--- config.mk ---
export PLATFORM = sky130hd
export DESIGN_NAME = delay_ram_sched_flat
export DESIGN_NICKNAME = d
export VERILOG_FILES = /design/src/rtl/echo_pkg.sv /design/src/rtl/delay_ram_sched_if.sv /design/src/rtl/delay_ptr.sv /design/src/rtl/delay_ram_sched.sv /design/src/flat_wrapper.sv
export SDC_FILE = /design/constraint.sdc
export NUM_CORES = 1
export LEC_CHECK = 0
export CAP_MARGIN = 15
export CORE_ASPECT_RATIO = 0.9
export CORE_MARGIN = 2
export CORE_UTILIZATION = 40
export DETAILED_ROUTE_END_ITERATION = 7
export GPL_TIMING_DRIVEN = 0
export MAX_ROUTING_LAYER = met4
export PLACE_DENSITY_LB_ADDON = 0.08
export SLEW_MARGIN = 0
export SYNTH_ARGS = -nofsm -noshare
export SYNTH_HDL_FRONTEND = slang
export SYNTH_HIERARCHICAL = 1
export SYNTH_SLANG_ARGS = --single-unit
--- constraint.sdc ---
create_clock -name i_clk -period 7.5 [get_ports i_clk]
set_input_delay 1.125 -clock i_clk [delete_from_list [all_inputs] [get_ports i_clk]]
set_output_delay 1.125 -clock i_clk [all_outputs]
set_load 0.01 [all_outputs]
--- src/rtl/echo_pkg.sv ---
// Shared constants for the delay-RAM scheduler: default sizes, FSM encodings, channel ids.
package echo_pkg;

  localparam int unsigned WIDTH    = 24;
  localparam int unsigned ADDR_W   = 16;
  localparam int unsigned CH_DEPTH = 24000;

  localparam logic [1:0] ST_IDLE  = 2'd0;
  localparam logic [1:0] ST_READ  = 2'd1;
  localparam logic [1:0] ST_WRITE = 2'd2;

  localparam logic CH_L = 1'b0;
  localparam logic CH_R = 1'b1;

endpackage

--- src/rtl/delay_ram_sched_if.sv ---
// Single-port delay RAM bus: scheduler drives address/we/data, RAM returns registered q.
interface delay_ram_sched_if #(
  parameter int unsigned WIDTH  = 24,
  parameter int unsigned ADDR_W = 16
);

  logic [ADDR_W-1:0] o_ram_addr;
  logic              o_ram_we;
  logic [WIDTH-1:0]  o_ram_data;
  logic [WIDTH-1:0]  i_ram_q;

  modport master (
    output o_ram_addr,
    output o_ram_we,
    output o_ram_data,
    input  i_ram_q
  );

  modport slave (
    input  o_ram_addr,
    input  o_ram_we,
    input  o_ram_data,
    output i_ram_q
  );

endinterface

--- src/rtl/delay_ptr.sv ---
// Per-channel bookkeeping: sample holding register, pending/overrun, write pointer
// and the clamped read pointer for the currently programmed delay.
module delay_ptr #(
  parameter int unsigned WIDTH    = 24,
  parameter int unsigned ADDR_W   = 16,
  parameter int unsigned CH_DEPTH = 24000
) (
  input  logic              i_clk,
  input  logic              i_rst_n,
  input  logic              i_dv,
  input  logic [WIDTH-1:0]  i_data,
  input  logic              i_grant,
  input  logic              i_advance,
  input  logic [ADDR_W-1:0] i_delay_len,
  output logic              o_pending,
  output logic              o_ovf,
  output logic [WIDTH-1:0]  o_hold,
  output logic [ADDR_W-1:0] o_wp,
  output logic [ADDR_W-1:0] o_rp
);

  localparam logic [ADDR_W-1:0] DEPTH_A = ADDR_W'(CH_DEPTH);
  localparam logic [ADDR_W-1:0] LAST_A  = ADDR_W'(CH_DEPTH - 1);

  logic [ADDR_W-1:0] d;

  // Sample capture, overrun detection and write-pointer advance.
  always_ff @(posedge i_clk) begin
    if (!i_rst_n) begin
      o_pending <= 1'b0;
      o_ovf     <= 1'b0;
      o_hold    <= '0;
      o_wp      <= '0;
    end else begin
      // A new strobe wins over a grant on the same edge: the old word has just
      // been taken by the scheduler, so pending stays set without an overrun.
      if (i_dv) begin
        o_hold    <= i_data;
        o_pending <= 1'b1;
        if (o_pending && !i_grant)
          o_ovf <= 1'b1;
      end else if (i_grant) begin
        o_pending <= 1'b0;
      end
      if (i_advance)
        o_wp <= (o_wp == LAST_A) ? '0 : o_wp + 1'b1;
    end
  end

  // Clamp delay into 1..CH_DEPTH and step back from wp with wrap-around.
  always_comb begin
    if (i_delay_len == '0)
      d = {{(ADDR_W-1){1'b0}}, 1'b1};
    else if (i_delay_len > DEPTH_A)
      d = DEPTH_A;
    else
      d = i_delay_len;
    if (o_wp >= d)
      o_rp = o_wp - d;
    else
      o_rp = DEPTH_A - (d - o_wp);
  end

endmodule

--- src/rtl/delay_ram_sched.sv ---
// Two-channel round-robin scheduler sharing one single-port delay RAM.
// Each sample runs IDLE(grant, read addr) -> READ(write addr) -> WRITE(capture q).
module delay_ram_sched #(
  parameter int unsigned WIDTH    = echo_pkg::WIDTH,
  parameter int unsigned ADDR_W   = echo_pkg::ADDR_W,
  parameter int unsigned CH_DEPTH = echo_pkg::CH_DEPTH
) (
  input  logic               i_clk,
  input  logic               i_rst_n,
  input  logic [WIDTH-1:0]   i_l_data,
  input  logic [WIDTH-1:0]   i_r_data,
  input  logic               i_l_DV,
  input  logic               i_r_DV,
  input  logic [ADDR_W-1:0]  i_delay_len,
  output logic [WIDTH-1:0]   o_l_data,
  output logic [WIDTH-1:0]   o_r_data,
  output logic               o_l_DV,
  output logic               o_r_DV,
  output logic               o_l_ovf,
  output logic               o_r_ovf,
  delay_ram_sched_if.master  ram
);

  import echo_pkg::*;

  localparam logic [ADDR_W-1:0] R_BASE = ADDR_W'(CH_DEPTH);

  logic [1:0]        state;
  logic              cur_ch;
  logic              last_ch;
  logic [WIDTH-1:0]  txn_data;

  logic              grant_l, grant_r;
  logic              adv_l, adv_r;
  logic              l_pend, r_pend;
  logic [WIDTH-1:0]  l_hold, r_hold;
  logic [ADDR_W-1:0] l_wp, r_wp, l_rp, r_rp;

  delay_ptr #(.WIDTH(WIDTH), .ADDR_W(ADDR_W), .CH_DEPTH(CH_DEPTH)) u_ptr_l (
    .i_clk       (i_clk),
    .i_rst_n     (i_rst_n),
    .i_dv        (i_l_DV),
    .i_data      (i_l_data),
    .i_grant     (grant_l),
    .i_advance   (adv_l),
    .i_delay_len (i_delay_len),
    .o_pending   (l_pend),
    .o_ovf       (o_l_ovf),
    .o_hold      (l_hold),
    .o_wp        (l_wp),
    .o_rp        (l_rp)
  );

  delay_ptr #(.WIDTH(WIDTH), .ADDR_W(ADDR_W), .CH_DEPTH(CH_DEPTH)) u_ptr_r (
    .i_clk       (i_clk),
    .i_rst_n     (i_rst_n),
    .i_dv        (i_r_DV),
    .i_data      (i_r_data),
    .i_grant     (grant_r),
    .i_advance   (adv_r),
    .i_delay_len (i_delay_len),
    .o_pending   (r_pend),
    .o_ovf       (o_r_ovf),
    .o_hold      (r_hold),
    .o_wp        (r_wp),
    .o_rp        (r_rp)
  );

  // Round-robin grant in IDLE: on contention the channel not served last wins.
  always_comb begin
    grant_l = 1'b0;
    grant_r = 1'b0;
    if (state == ST_IDLE) begin
      if (l_pend && (!r_pend || last_ch == CH_R))
        grant_l = 1'b1;
      else if (r_pend)
        grant_r = 1'b1;
    end
  end

  assign adv_l = (state == ST_WRITE) && (cur_ch == CH_L);
  assign adv_r = (state == ST_WRITE) && (cur_ch == CH_R);

  // Transaction FSM and registered RAM port / channel outputs.
  always_ff @(posedge i_clk) begin
    if (!i_rst_n) begin
      state          <= ST_IDLE;
      cur_ch         <= CH_L;
      last_ch        <= CH_R;
      txn_data       <= '0;
      ram.o_ram_addr <= '0;
      ram.o_ram_we   <= 1'b0;
      ram.o_ram_data <= '0;
      o_l_data       <= '0;
      o_r_data       <= '0;
      o_l_DV         <= 1'b0;
      o_r_DV         <= 1'b0;
    end else begin
      o_l_DV <= 1'b0;
      o_r_DV <= 1'b0;
      case (state)
        ST_IDLE: begin
          // rp is combinational from i_delay_len; registering the address here
          // is what samples the delay at the grant edge.
          if (grant_l || grant_r) begin
            cur_ch         <= grant_l ? CH_L : CH_R;
            txn_data       <= grant_l ? l_hold : r_hold;
            ram.o_ram_addr <= grant_l ? l_rp : R_BASE + r_rp;
            ram.o_ram_we   <= 1'b0;
            state          <= ST_READ;
          end
        end
        ST_READ: begin
          ram.o_ram_addr <= (cur_ch == CH_L) ? l_wp : R_BASE + r_wp;
          ram.o_ram_we   <= 1'b1;
          ram.o_ram_data <= txn_data;
          state          <= ST_WRITE;
        end
        ST_WRITE: begin
          ram.o_ram_we <= 1'b0;
          if (cur_ch == CH_L) begin
            o_l_data <= ram.i_ram_q;
            o_l_DV   <= 1'b1;
          end else begin
            o_r_data <= ram.i_ram_q;
            o_r_DV   <= 1'b1;
          end
          last_ch <= cur_ch;
          state   <= ST_IDLE;
        end
        default: state <= ST_IDLE;
      endcase
    end
  end

endmodule

--- src/flat_wrapper.sv ---
// flat-port wrapper written by rule: the top's interface ports become plain ports
module delay_ram_sched_flat import echo_pkg::*;
#(
  parameter int unsigned WIDTH    = echo_pkg::WIDTH,
  parameter int unsigned ADDR_W   = echo_pkg::ADDR_W,
  parameter int unsigned CH_DEPTH = echo_pkg::CH_DEPTH
)
  (i_clk, i_rst_n, i_l_data, i_r_data, i_l_DV, i_r_DV, i_delay_len, o_l_data, o_r_data, o_l_DV, o_r_DV, o_l_ovf, o_r_ovf, ram_o_ram_addr, ram_o_ram_we, ram_o_ram_data, ram_i_ram_q);
  delay_ram_sched_if #(.WIDTH(WIDTH), .ADDR_W(ADDR_W)) ram_i ();
  input  logic i_clk;
  input  logic i_rst_n;
  input  logic [WIDTH-1:0] i_l_data;
  input  logic [WIDTH-1:0] i_r_data;
  input  logic i_l_DV;
  input  logic i_r_DV;
  input  logic [ADDR_W-1:0] i_delay_len;
  output logic [WIDTH-1:0] o_l_data;
  output logic [WIDTH-1:0] o_r_data;
  output logic o_l_DV;
  output logic o_r_DV;
  output logic o_l_ovf;
  output logic o_r_ovf;
  output wire logic [$bits(ram_i.o_ram_addr)-1:0] ram_o_ram_addr;
  output wire logic [$bits(ram_i.o_ram_we)-1:0] ram_o_ram_we;
  output wire logic [$bits(ram_i.o_ram_data)-1:0] ram_o_ram_data;
  input wire logic [$bits(ram_i.i_ram_q)-1:0] ram_i_ram_q;
  assign ram_o_ram_addr = ram_i.o_ram_addr;
  assign ram_o_ram_we = ram_i.o_ram_we;
  assign ram_o_ram_data = ram_i.o_ram_data;
  assign ram_i.i_ram_q = ram_i_ram_q;
  delay_ram_sched #(.WIDTH(WIDTH), .ADDR_W(ADDR_W), .CH_DEPTH(CH_DEPTH)) u_core (.i_clk(i_clk), .i_rst_n(i_rst_n), .i_l_data(i_l_data), .i_r_data(i_r_data), .i_l_DV(i_l_DV), .i_r_DV(i_r_DV), .i_delay_len(i_delay_len), .o_l_data(o_l_data), .o_r_data(o_r_data), .o_l_DV(o_l_DV), .o_r_DV(o_r_DV), .o_l_ovf(o_l_ovf), .o_r_ovf(o_r_ovf), .ram(ram_i));
endmodule
==> impl_results.md <==
- EDFF count, synth: 0
- CTS Hold Buffers Added: 0
- XOR/XNOR Fraction of Synth Area: 6.51%
- Area of the core: between 30000 and 40000 um^2
- Row count: 61
- Post-synth top cells: nand2_1 (235), dfxtp_1 (203), nor2_1 (145)
- Post-Syn Nets: between 1500 and 2000
- Hold crit path type: reg -> reg
- Setup repair bufs after CTS: 0
- Pwr Total: 0.00291 W
- Final hold vios: 0
- Slew Limit Fails: 0
- Die X: approximately 190 um
- Post-synthesis simple-gate area fraction: 20.0%
- Max Fclk: 161 MHz
- Post-Syn Area: 12500 um^2
- Share of the synthesized area in the top cell type: about a third
- Die Y: roughly 170 um
- RSZ-0062 raised after global routing: no
- Ys async rst share: 0%
- Clk_lat worst skew: 0.52 ns
- Gr ovfl total: 0
- H-tree levels: 1
- P_leak: 6.11 nW
- Routed WL: 38800 um
- Initial core utilization: between 40 and 50%
- Post-DRT Antenna Nets: 0
- Clk slew on worst S/H paths: 0.06 ns
- Mux cell area share after synthesis: 4.97%
- Yosys top cell by area: dfxtp_1
- Post-route setup slack: around 1.3 ns
- Via-to-Cell Ratio: 5.22
- Relative slew slack: 37.8%
- Synth Area in Compound Gates: ~19%
- I/O Buffers: 181
- Slew of the pin with the lowest slew margin: 0.924 ns
- Status: complete, no violations
- Crit Path Max Fanout: 8
- Setup Skew: ~0.029 ns
- Top-count cell post-synth: nand2_1
- Final setup vio count: 0
- Met3 wire length: 1840 um
- Worst Path Buf+Inv: 4
- Hold Startpoint: u_core/o_l_data[5]
- Largest cells by area after synthesis: dfxtp_1 (32%), ha_1 (8.6%), nand2_1 (7.0%)
- Initial antenna violation count: 0
- Largest net degree at the start of global routing: 14
- Root Driver: clkbuf_16
- PostCTS Resize Cnt: 0
- Setup TNS: 0 ns
- Crit Path Category: in -> reg
- GRT Util Overall: 23.7%
- CP max stage cell: clkdlybuf4s50_1
- Critical path, cell by cell: clkdlybuf4s50_1 -> nor4_1 -> nand2_1 -> a41o_1 -> a41o_1 -> a21o_1 -> nor2_1 -> inv_1 -> ha_1 -> clkbuf_1 -> inv_1 -> ha_1 -> a211oi_1 -> a211oi_1 -> a21oi_1 -> xnor2_1 -> mux2i_1 -> or3_4 -> o21ai_1 -> nor3b_2 -> a211oi_1 -> o31ai_1
- # diodes: 0
- Vias in the first global route: roughly 11000
- CTS tree: yes
- First-pass GRT wire length: 59200 um
- Family with the most delay on the worst path: compound AO/OA/AOI/OAI gates
- Power Density: 187 nW/um^2
- Origin of the worst setup path: i_delay_len[2]
- Crit. End Element: flip-flop
- Prevailing post-synth register cell: dfxtp_1
- Met2 WL post-DR: approximately 17000 um
- Remaining DRCs: 0
- Setup WS pre-CTS: 0.940 ns
- TritonCTS Buffers: 22
- Share of cells above drive strength 1: 4.95%
- Gpl congestion: 0.918
- Yosys Warn Count: 6
- IO Count: 185
- Cells after Synth: 1520
- Layout area overhead: 24.3%
- Top routing layer used: met4
- Worst EP required: 7.94 ns
- Period utilization: 82.8%
- Clock Sinks: 203
- Most common cell on crit path: a211oi_1
- Crit start category: primary input
- Sequential-to-total area share from yosys stat: roughly a third
- Die area: 32700 um^2
- Slowest Stage Delay on Critical Path: 0.51 ns
- Post-synthesis adder-cell area fraction: 11.2%
- Fillcell total: 3083
- Largest family of logic cells by synthesized area: simple AND/OR/NAND/NOR gates
- Avg Cell Area, Syn: 8.23 um^2
- Via count: 11200
- Nets@finish: around 1900
- Wire length per cell: approximately 18 um
- Arr. time, crit path: about 6.7 ns
- Post-DP HPWL: about 31000 um
- Worst r2r src: u_core/u_ptr_r/o_wp[0]
- DRT met1 WL: 19100 um
- Maximum vdd drop: around 0.16 mV
- Drt first-iter violations: 711
- # Max-Cap Violations: 0
- Fin crit period: 6.21 ns
- DRT Pass-1 Iters: 5
- Register bit total from synthesis: 203
- Bufs on Longest Clock Path: 3
- Synth cell types: 75
==> per-layer routing <==
metal	track usage, %	vias to the layer above
li1	-	5638
met1	33.4	5249
met2	36.7	270
met3	3.06	42
met4	3.98	0
met5	-	-
==> kinds of logic (layout without fill, tap and decap cells) <==
| logic type | Yosys count | after routing |
|---|---|---|
| xor+xnor | 93 | 93 |
| buf+inv | 164 | 380 |
| fa+ha+maj | 102 | 102 |
| compound gates | 343 | 343 |
| mux | 62 | 62 |
| simple gates | 551 | 551 |
| other cells | 2 | 2 |
| flops | 203 | 203 |
==> worst paths after layout <==
kind                               end  slack [ns]  cells past startpoint
max          u_core/ram.o_ram_addr[13]        1.29                     22
min                 u_core/o_l_data[5]        0.46                      2
max reg2reg   u_core/ram.o_ram_addr[8]        3.28                     15
min reg2reg         u_core/o_l_data[5]        0.46                      2
==> report_power, final <==
group / internal (W) / switching [W] / total [W]
registers: 0.00114 / 0.0000433 / 0.00118
clock network: 0.000639 / 0.000444 / 0.00108
logic: 0.000283 / 0.000360 / 0.000644
==> cell type report <==
type	count	area [um^2]	share of cell area (%)
Buffer	72	343	2.20
Clock buffer	29	607	3.90
Clock inverter	6	109	0.700
Inverter	92	345	2.22
Multi-Input combinational cell	1153	7760	49.9
Sequential cell	203	4060	26.1
Tap cell	409	512	3.29
Timing Repair Buffer	181	1810	11.6
==> state kept, by name, summed over array words and instances (netlist names), 2 cells and up <==
name	cells
u_core/u_ptr_l/o_wp	16
u_core/ram.o_ram_data	24
u_core/txn_data	24
u_core/u_ptr_r/o_wp	16
u_core/o_l_data	24
u_core/u_ptr_r/o_hold	24
u_core/state	2
u_core/ram.o_ram_addr	16
u_core/o_r_data	24
u_core/u_ptr_l/o_hold	24
==> tightest hold or removal path: stages (launching register included) <==
cell	delay, ns
dfxtp_1	0.30
nand2_1	0.04
a21boi_0	0.06
==> stage by stage <==
step                      hold slack [ns]  utilization [%]  std cells  instance area, um^2
after floorplan                     0.440                -       1520                12500
after global placement              0.450             48.1       2110                14800
after detailed placement            0.456             48.1       2110                14800
after CTS                           0.464             50.4       2145                15600
after global routing                0.480             50.4       2145                15600
final                               0.461             50.4       2145                15600
==> placed cells by master, fill, tap and decap left out, drive strengths merged, types with 32 or more instances in the layout <==
cell type	count
nand2	235
dfxtp	203
clkdlybuf4s50	181
nor2	147
inv	90
ha	86
a21boi	74
a21oi	65
nor2b	63
clkbuf	63
xnor2	61
mux2i	61
o21ai	60
buf	38
xor2	32
Power figures use the tool's default switching activity.
